**config.mk**
```make
export PLATFORM = sky130hd
export DESIGN_NAME = seg7_decoder_flat
export DESIGN_NICKNAME = d
export VERILOG_FILES = /design/src/rtl/seg7_pkg.sv /design/src/rtl/seg7_decoder_if.sv /design/src/rtl/seg7_lookup.sv /design/src/rtl/seg7_decoder.sv /design/src/flat_wrapper.sv
export SDC_FILE = /design/constraint.sdc
export NUM_CORES = 1
export LEC_CHECK = 0
export CAP_MARGIN = 5
export CORE_MARGIN = 10
export CORE_UTILIZATION = 55
export CTS_CLUSTER_DIAMETER = 150
export DETAILED_ROUTE_END_ITERATION = 8
export PLACE_DENSITY = 0.84
export SLEW_MARGIN = 20
export SYNTH_ARGS = -nofsm -noshare
export SYNTH_HDL_FRONTEND = slang
export SYNTH_HIERARCHICAL = 1
export SYNTH_SLANG_ARGS = --single-unit
```
**constraint.sdc**
```tcl
create_clock -name clk -period 4.8 [get_ports clk]
set_clock_uncertainty 0.05 [all_clocks]
set_input_delay 1.2 -clock clk [delete_from_list [all_inputs] [get_ports clk]]
set_output_delay 1.2 -clock clk [all_outputs]
set_load 0.02 [all_outputs]
```
**src/rtl/seg7_pkg.sv**
```systemverilog
`default_nettype none
// ============================================================================
//  Module      : seg7_pkg
//  Description : Seven-segment pattern and code constants shared by the
//                display encoder and the display-snooping decoder.
//  Revision    : 1.0 - initial release
// ============================================================================
package seg7_pkg;

    // Segment patterns, bit0 = a ... bit6 = g, 1 = lit
    localparam logic [6:0] SEG_0     = 7'b0111111;
    localparam logic [6:0] SEG_1     = 7'b0000110;
    localparam logic [6:0] SEG_2     = 7'b1011011;
    localparam logic [6:0] SEG_3     = 7'b1001111;
    localparam logic [6:0] SEG_4     = 7'b1100110;
    localparam logic [6:0] SEG_5     = 7'b1101101;
    localparam logic [6:0] SEG_6     = 7'b1111101;
    localparam logic [6:0] SEG_7     = 7'b0000111;
    localparam logic [6:0] SEG_8     = 7'b1111111;
    localparam logic [6:0] SEG_9     = 7'b1100111;
    localparam logic [6:0] SEG_E     = 7'b1111001;
    localparam logic [6:0] SEG_BLANK = 7'b0000000;

    // Non-numeric codes
    localparam logic [3:0] CODE_E     = 4'hE;
    localparam logic [3:0] CODE_BLANK = 4'hA;
    localparam logic [3:0] CODE_BAD   = 4'hF;

    // Decoded digit: code plus illegal-pattern flag
    typedef struct packed {
        logic [3:0] code;
        logic       err;
    } seg7_dec_t;

endpackage : seg7_pkg
`default_nettype wire

```
**src/rtl/seg7_decoder_if.sv**
```systemverilog
`default_nettype none
// ============================================================================
//  Module      : seg7_decoder_if
//  Description : Display bus (segments + digit select) and reconstructed
//                frame outputs of the seven-segment snooper.
//  Revision    : 1.0 - initial release
// ============================================================================
interface seg7_decoder_if #(
    parameter int NUM_DIGITS = 4
);
    import seg7_pkg::*;

    logic [6:0]              seg;
    logic [NUM_DIGITS-1:0]   dig_sel;
    logic [4*NUM_DIGITS-1:0] digits;
    logic [NUM_DIGITS-1:0]   digit_err;
    logic                    frame_valid;

    // Display driver side: drives the bus, observes the decoded frame
    modport master (
        output seg, dig_sel,
        input  digits, digit_err, frame_valid
    );

    // Decoder side: snoops the bus, publishes the decoded frame
    modport slave (
        input  seg, dig_sel,
        output digits, digit_err, frame_valid
    );

endinterface : seg7_decoder_if
`default_nettype wire

```
**src/rtl/seg7_lookup.sv**
```systemverilog
`default_nettype none
// ============================================================================
//  Module      : seg7_lookup
//  Description : Combinational seven-segment pattern to 4-bit code decode,
//                flagging any pattern that is not a known glyph.
//  Revision    : 1.0 - initial release
// ============================================================================
module seg7_lookup
    import seg7_pkg::*;
(
    input  wire logic [6:0] seg_i,
    output logic      [3:0] code_o,
    output logic            err_o
);

    // Pattern to code map; unknown patterns decode to CODE_BAD with err set
    always_comb begin
        code_o = CODE_BAD;
        err_o  = 1'b0;
        case (seg_i)
            SEG_0:     code_o = 4'd0;
            SEG_1:     code_o = 4'd1;
            SEG_2:     code_o = 4'd2;
            SEG_3:     code_o = 4'd3;
            SEG_4:     code_o = 4'd4;
            SEG_5:     code_o = 4'd5;
            SEG_6:     code_o = 4'd6;
            SEG_7:     code_o = 4'd7;
            SEG_8:     code_o = 4'd8;
            SEG_9:     code_o = 4'd9;
            SEG_E:     code_o = CODE_E;
            SEG_BLANK: code_o = CODE_BLANK;
            default: begin
                code_o = CODE_BAD;
                err_o  = 1'b1;
            end
        endcase
    end

endmodule : seg7_lookup
`default_nettype wire

```
**src/rtl/seg7_decoder.sv**
```systemverilog
`default_nettype none
// ============================================================================
//  Module      : seg7_decoder
//  Description : Snoops a multiplexed seven-segment bus, accepts each digit
//                after it has been stable for STABLE_CYCLES samples and
//                publishes a frame once every digit has been captured.
//  Revision    : 1.0 - initial release
// ============================================================================
module seg7_decoder
    import seg7_pkg::*;
#(
    parameter int NUM_DIGITS    = 4,
    parameter int STABLE_CYCLES = 8
) (
    input  wire logic     clk,
    input  wire logic     rst_n,
    seg7_decoder_if.slave bus
);

    localparam int                 RUN_W   = $clog2(STABLE_CYCLES + 1);
    localparam logic [RUN_W-1:0]   RUN_MAX = RUN_W'(STABLE_CYCLES);
    localparam logic [RUN_W:0]     RUN_CMP = (RUN_W + 1)'(STABLE_CYCLES);

    logic [NUM_DIGITS-1:0]   s_sel_q;
    logic [6:0]              s_seg_q;
    logic [RUN_W-1:0]        run_q, run_d;
    logic [RUN_W:0]          run_inc;
    logic [NUM_DIGITS-1:0]   mask_q, mask_d;
    seg7_dec_t               shadow_q [NUM_DIGITS];
    logic [4*NUM_DIGITS-1:0] digits_q;
    logic [NUM_DIGITS-1:0]   err_q;
    logic                    fv_q;

    logic                    w_onehot;
    logic                    w_same;
    logic                    w_capture;
    logic                    w_publish;
    seg7_dec_t               w_dec;

    seg7_lookup u_lookup (
        .seg_i  (bus.seg),
        .code_o (w_dec.code),
        .err_o  (w_dec.err)
    );

    assign w_onehot  = $onehot(bus.dig_sel);
    assign w_same    = (bus.dig_sel == s_sel_q) && (bus.seg == s_seg_q);
    assign run_inc   = {1'b0, run_q} + 1'b1;
    assign w_publish = &mask_q;

    // Run counter next state and the single capture strobe per stable interval.
    // A held value keeps rewriting RUN_MAX, so a capture is only taken when the
    // counter was not already saturated on the same sample.
    always_comb begin
        run_d     = '0;
        w_capture = 1'b0;
        if (!w_onehot) begin
            run_d = '0;
        end else if (w_same && (run_q != '0)) begin
            run_d = (run_inc > RUN_CMP) ? RUN_MAX : run_inc[RUN_W-1:0];
        end else begin
            run_d = RUN_W'(1);
        end
        w_capture = w_onehot && (run_d == RUN_MAX) && !(w_same && (run_q == RUN_MAX));
    end

    // Capture mask: a publish clears it, keeping only a digit captured on that edge
    always_comb begin
        mask_d = mask_q | (w_capture ? bus.dig_sel : '0);
        if (w_publish) begin
            mask_d = w_capture ? bus.dig_sel : '0;
        end
    end

    // Sample registers, run counter, mask and published outputs
    always_ff @(posedge clk) begin
        if (!rst_n) begin
            s_sel_q  <= '0;
            s_seg_q  <= '0;
            run_q    <= '0;
            mask_q   <= '0;
            digits_q <= '0;
            err_q    <= '0;
            fv_q     <= 1'b0;
        end else begin
            s_sel_q <= bus.dig_sel;
            s_seg_q <= bus.seg;
            run_q   <= run_d;
            mask_q  <= mask_d;
            fv_q    <= w_publish;
            if (w_publish) begin
                for (int i = 0; i < NUM_DIGITS; i++) begin
                    digits_q[4*i +: 4] <= shadow_q[i].code;
                    err_q[i]           <= shadow_q[i].err;
                end
            end
        end
    end

    generate
        for (genvar g = 0; g < NUM_DIGITS; g++) begin : g_slot
            // Shadow slot: overwritten by every capture of this digit
            always_ff @(posedge clk) begin
                if (!rst_n) begin
                    shadow_q[g] <= '0;
                end else if (w_capture && bus.dig_sel[g]) begin
                    shadow_q[g] <= w_dec;
                end
            end
        end
    endgenerate

    assign bus.digits      = digits_q;
    assign bus.digit_err   = err_q;
    assign bus.frame_valid = fv_q;

endmodule : seg7_decoder
`default_nettype wire
```
**src/flat_wrapper.sv**
```systemverilog
// flat-port wrapper written by rule: the top's interface ports become plain ports
module seg7_decoder_flat import seg7_pkg::*;
#(
    parameter int NUM_DIGITS    = 4,
    parameter int STABLE_CYCLES = 8
)
  (clk, rst_n, bus_seg, bus_dig_sel, bus_digits, bus_digit_err, bus_frame_valid);
  seg7_decoder_if #(.NUM_DIGITS(NUM_DIGITS)) bus_i ();
  input  wire logic clk;
  input  wire logic rst_n;
  input wire logic [$bits(bus_i.seg)-1:0] bus_seg;
  input wire logic [$bits(bus_i.dig_sel)-1:0] bus_dig_sel;
  output wire logic [$bits(bus_i.digits)-1:0] bus_digits;
  output wire logic [$bits(bus_i.digit_err)-1:0] bus_digit_err;
  output wire logic [$bits(bus_i.frame_valid)-1:0] bus_frame_valid;
  assign bus_i.seg = bus_seg;
  assign bus_i.dig_sel = bus_dig_sel;
  assign bus_digits = bus_i.digits;
  assign bus_digit_err = bus_i.digit_err;
  assign bus_frame_valid = bus_i.frame_valid;
  seg7_decoder #(.NUM_DIGITS(NUM_DIGITS), .STABLE_CYCLES(STABLE_CYCLES)) u_core (.clk(clk), .rst_n(rst_n), .bus(bus_i));
endmodule
```
**Yosys cells after proc, flatten, opt, wreduce, memory -nomap -nowiden**

Memory sizes are Yosys's and may differ from the RTL's. A register that Yosys moved wholly into a read port is not among the register bits.
Cells that the tools add are included.

- Register bits after elaboration: 20
- RAM bits: 20
- Output and inout bits: 21
- Logic and storage cells: 74
- Memories kept: 1

- $add $sub $neg: 4
- Order comparisons: 1
- Equality and inequality tests: 16
- Multiplexer cells: 24
- Bitwise logic cells: 5
- Reductions and logical operators: 18

Memories:

| name | depth | width | read ports | clocked after Yosys merged registers in | write ports | RTL line | source |
|---|---|---|---|---|---|---|---|
| u_core.shadow_q | 4 | 5 | 4 | 4 | 4 | seg7_decoder.sv:29 | `seg7_dec_t shadow_q [NUM_DIGITS];` |

Operators by type and width:

| operator | number |
|---|---|
| $eq 7x7->1 const B | 8 |
| $pmux 4 s12 | 1 |
| $mux 4 | 5 |
| $mux 5 | 4 |
| $eq 7x3->1 const B | 2 |
| $mux 1 | 14 |
| $reduce_or 12->1 | 1 |
| $logic_and 1x1->1 | 9 |
| $eq 4x4->1 const B | 2 |
| $eq 7x6->1 const B | 1 |
| $eq 7x7->1 | 1 |
| $logic_not 7->1 | 1 |
| $add 4x1->5 const B | 1 |
| $gt 5x4->1 const B | 1 |
| $logic_not 1->1 | 5 |
| $add 1x1->2 | 2 |
| $eq 4x4->1 | 1 |
| $or 1x1->1 | 4 |
| $or 4x4->4 | 1 |
| $reduce_and 4->1 | 1 |
| $reduce_bool 4->1 | 1 |
| $add 3x3->3 | 1 |
| $eq 3x1->1 const B | 1 |

**Longest topological paths before layout**

- Depth in word-level cells: 13
- Depth in mapped cells: 10

**Modules after synthesis**

The synthesis kept the hierarchy.

Modules (own cells, without submodules):

| module | instances | cells an instance | area an instance (µm²) | seq. area each (µm²) |
|---|---|---|---|---|
| seg7_decoder | 1 | 232 | 2491.1 | 1401.3 |
| seg7_lookup | 1 | 38 | 285.3 | 0.0 |

**Worst setup path after synthesis**

OpenSTA, ideal clock, no wires.

- Path kind: input -> register
- From: input port bus_dig_sel[0]
- To: memory u_core/shadow_q[2][0] in the netlist's numbering, enable pin
- Arrival: 3314 ps
- Data required time: 4376 ps
- Setup slack: 1062 ps
- Cell stages on the path: 9
- Cell sequence: inv_1 > fa_1 > inv_1 > ha_1 > ha_1 > nor3b_2 > nor3b_1 > nand4_1 > o21ai_0

RTL lines:

| what | RTL line | source |
|---|---|---|
| start, declared | flat_wrapper.sv:12 | `input wire logic [$bits(bus_i.dig_sel)-1:0] bus_dig_sel;` |
| end, declared | seg7_decoder.sv:29 |  |

==> impl_metrics.csv <==
group,metric,value,unit
floorplan,die_area,8290,sq um
clock_tree,cts_tree,"done",
clock_tree,cts_max_path_buffers,2,
critical_path,reg2regPathDepth,7,
critical_path,r2r_end,"u_core/shadow_q[2][4]",
clock_tree,cts_sinks,60,
floorplan,io-pin-count,34,
pwr,p_sw_frac,0.2123,
clock_tree,ctsHtreeMaxLevel,3,
logic_synthesis,yosys-top-cells-count,"47 x nand2_1, 40 x dfxtp_1, 31 x and2_1",
cells_and_area,design_area,3387,sq um
status,status,"completed",
clock_tree,post_cts_resize_count,0,
timing,rsz0062_at_grt,"no",
logic_synthesis,syn_inst,270,
clock_tree,cts_buffers,9,
hold_path,hold_class,"reg2reg",
flow_run,cap_viol_max_count,0,
logic_synthesis,synthFlopType,"dfxtp_1",
pwr,internal-power,857.4,uW
timing,slew-limit-headroom,0.3756,
critical_path,reg2reg_from,"u_core/run_q[0]",
pwr,vdd_drop_max,0.0002524,V
timing,finalSetupTns,0,ps
place,hpwlAfterDp,3.680,mm
logic_synthesis,netlist.area_leader.share,0.2884,
detailed_routing,antenna_left,0,
timing,worstMarginPinSlew,933.8,ps
pwr,power_leakage,1.201,nW
cells_and_area,nets,327,
timing,fin_ws,764.3,ps
logic_synthesis,yosysWarnings,6,
clock_tree,cts_root_buf,"clkbuf_8",
logic_synthesis,synth-edff-count,20,
place,placed_area,3176,sq um
clock_tree,clock_latency,320,ps
pwr,p_switching,231.0,uW
cells_and_area,drive_gt1_frac,0.1374,
floorplan,initial_core_util,0.5764,
timing,maxSlewViolCount,0,
timing,post-route-period-util,0.8408,
critical_path,cp.required,4790,ps
detailed_routing,wl_per_cell,13.27,um
pwr,combPwrFrac,0.072,
place,preCtsSetupSlack,470.0,ps
critical_path,ff2ff_setup_slack,2530,ps
global_routing,grt_antenna_before_repair,0,
logic_synthesis,async_flop_share,0,
clock_tree,clk_pin_slew_worst_paths,70,ps
logic_synthesis,synthTopCellsByArea,"dfxtp_1 29%, edfxtp_1 22%, and2_1 7.0%, nand2_1 6.4%, a21boi_0 5.4%",
logic_synthesis,synth_area_leader_cell,"dfxtp_1",
cells_and_area,diodes,0,
hold_path,hold_path_depth,2,
floorplan,coreArea,4817,sq um
global_routing,overflow,0,
floorplan,die_h,91.05,um
timing,fin_crit,4036,ps
timing,fmax,247.8,MHz
detailed_routing,first_pass_iters,4,
logic_synthesis,synthDistinctLibCells,53,
floorplan,fp.dieW,91.05,um
global_routing,grt_pass1_wl,8.873,mm
detailed_routing,remaining_drc_errors,0,
detailed_routing,vias,1993,
hold_path,hold-path-endpoint,"u_core/bus.digits[12]",
logic_synthesis,avgSynthCellArea,10.28,sq um
logic_synthesis,yosysMostFrequentCell,"nand2_1",
place,gp_congestion,0.8062,
detailed_routing,vias_per_cell,5.245,
global_routing,grt_max_degree,43,
critical_path,critical_path_class,"in2reg",
logic_synthesis,synth_area,2776,sq um
global_routing,track_usage,0.1286,
critical_path,endpoint_kind,"register",
cells_and_area,area_delta_synth_final,21.99,%
clock_tree,cts_setup_buffers,0,
logic_synthesis,ys_ff_latch,60,
hold_path,hp-start,"u_core/bus.digits[12]",
logic_synthesis,seq_area_frac_synth,0.5047,
clock_tree,hold_buffers,0,
timing,report.final.hold_viol_count,0,
timing,setup_violations,0,
pwr,pwr_density_cell,321.3,nW/um^2
detailed_routing,drt-total-wl,5.043,mm
floorplan,rows,25,
place,io_buffers,33,
global_routing,grt_pass1_vias,2024,
critical_path,worst_setup_path_start_kind,"input pin",
critical_path,crit_fanout,6,
pwr,pwr-share-clk,0.428,
logic_synthesis,synth_nets,289,
critical_path,critPathArrivalTime,4020,ps
pwr,p_seq_frac,0.501,
detailed_routing,drt_iter0_drc,95,
-- metal layers --
| layer | GRT usage | share of wire | vias to the layer above |
|---|---|---|---|
| li1 | - | - | 1011 |
| met2 | 0.2160 | 0.48 | 54 |
| met5 | 0 | 0 | - |
| met1 | 0.1432 | 0.45 | 924 |
| met3 | 0.04527 | 0.061 | 4 |
| met4 | 0.05875 | 0.0085 | 0 |
-- layout make-up --
cell class,instances,area [sq um]
clock buffer,12,166.4
fill,382,1430
multi-input combinational,190,1289
clock inverter,4,45.04
sequential,60,1401
tap,67,83.83
inverter,9,33.78
timing repair buffer,38,367.9
-- sequential cells by signal, indices dropped and copies added (netlist names) --
name                    cells
u_core/bus.digit_err        4
u_core/bus.digits          16
u_core/bus.frame_valid      1
u_core/mask_q               4
u_core/run_q                4
u_core/s_seg_q              7
u_core/s_sel_q              4
u_core/shadow_q            20
-- worst max-delay path, stage by stage --
cell             delay [ps]
clkdlybuf4s50_1         500
inv_1                    80
fa_1                    530
inv_1                    40
ha_1                    180
ha_1                    280
nor3b_2                 340
nor3b_1                 240
nand4_1                 190
o21ai_0                 250
buf_4                   180
-- layout by cell type (no fill, tap or decap), drive strengths merged, types with 7 or more instances in the layout --
| cell type | n |
|---|---|
| a21boi | 20 |
| and2 | 32 |
| clkbuf | 12 |
| nand2 | 48 |
| inv | 9 |
| o21ai | 7 |
| clkdlybuf4s50 | 33 |
| dfxtp | 40 |
| xnor2 | 13 |
| edfxtp | 20 |
-- worst max path at each step --
| stage | slack (ps) | end | startpoint |
|---|---|---|---|
| global route | 550 | u_core/shadow_q[2][3] | bus_dig_sel[0] |
| global placement | 520 | u_core/shadow_q[2][0] | bus_dig_sel[0] |
| finish | 760 | u_core/shadow_q[2][4] | bus_dig_sel[0] |
| CTS | 800 | u_core/shadow_q[2][3] | bus_dig_sel[0] |
| floorplan | 1060 | u_core/shadow_q[2][0] | bus_dig_sel[0] |
| detailed placement | 470 | u_core/shadow_q[2][0] | bus_dig_sel[0] |
-- logic make-up (layout without fill, tap and decap cells) --
kind of cell             count (synthesis)  after routing  share of synthesized area
AO/OA/AOI/OAI                           49             49                     0.1320
XOR/XNOR                                14             14                    0.04416
adder cells (fa/ha/maj)                  6              6                    0.02974
buffers and inverters                   20             63                    0.03109
flip-flops                              60             60                     0.5047
multiplexers                             1              1                   0.003605
AND/OR/NAND/NOR                        120            120                     0.2546
-- power groups by stage --
| stage | clock (mW) | combinational, mW | sequential [mW] |
|---|---|---|---|
| 6_report | 0.465 | 0.0782 | 0.545 |
| 5_1_grt | 0.504 | 0.0871 | 0.546 |
| 4_1_cts | 0.477 | 0.0782 | 0.545 |
| 3_5_place_dp | 0 | 0.0777 | 0.556 |
| 3_3_place_gp | 0 | 0.0755 | 0.555 |
| 2_1_floorplan | 0 | 0.0503 | 0.554 |
-- per-stage QoR --
step           hold slack (ps)  cells  power, mW  utilization
2_1_floorplan            424.1    270     0.6041            -
3_5_place_dp             405.4    364     0.6334       0.6592
5_1_grt                  433.1    380      1.136       0.7031
3_3_place_gp             403.0    364     0.6310       0.6592
4_1_cts                  414.5    380      1.099       0.7031
6_report                 410.4    380      1.088       0.7031
No activity file was read; power rests on OpenSTA's default activity.
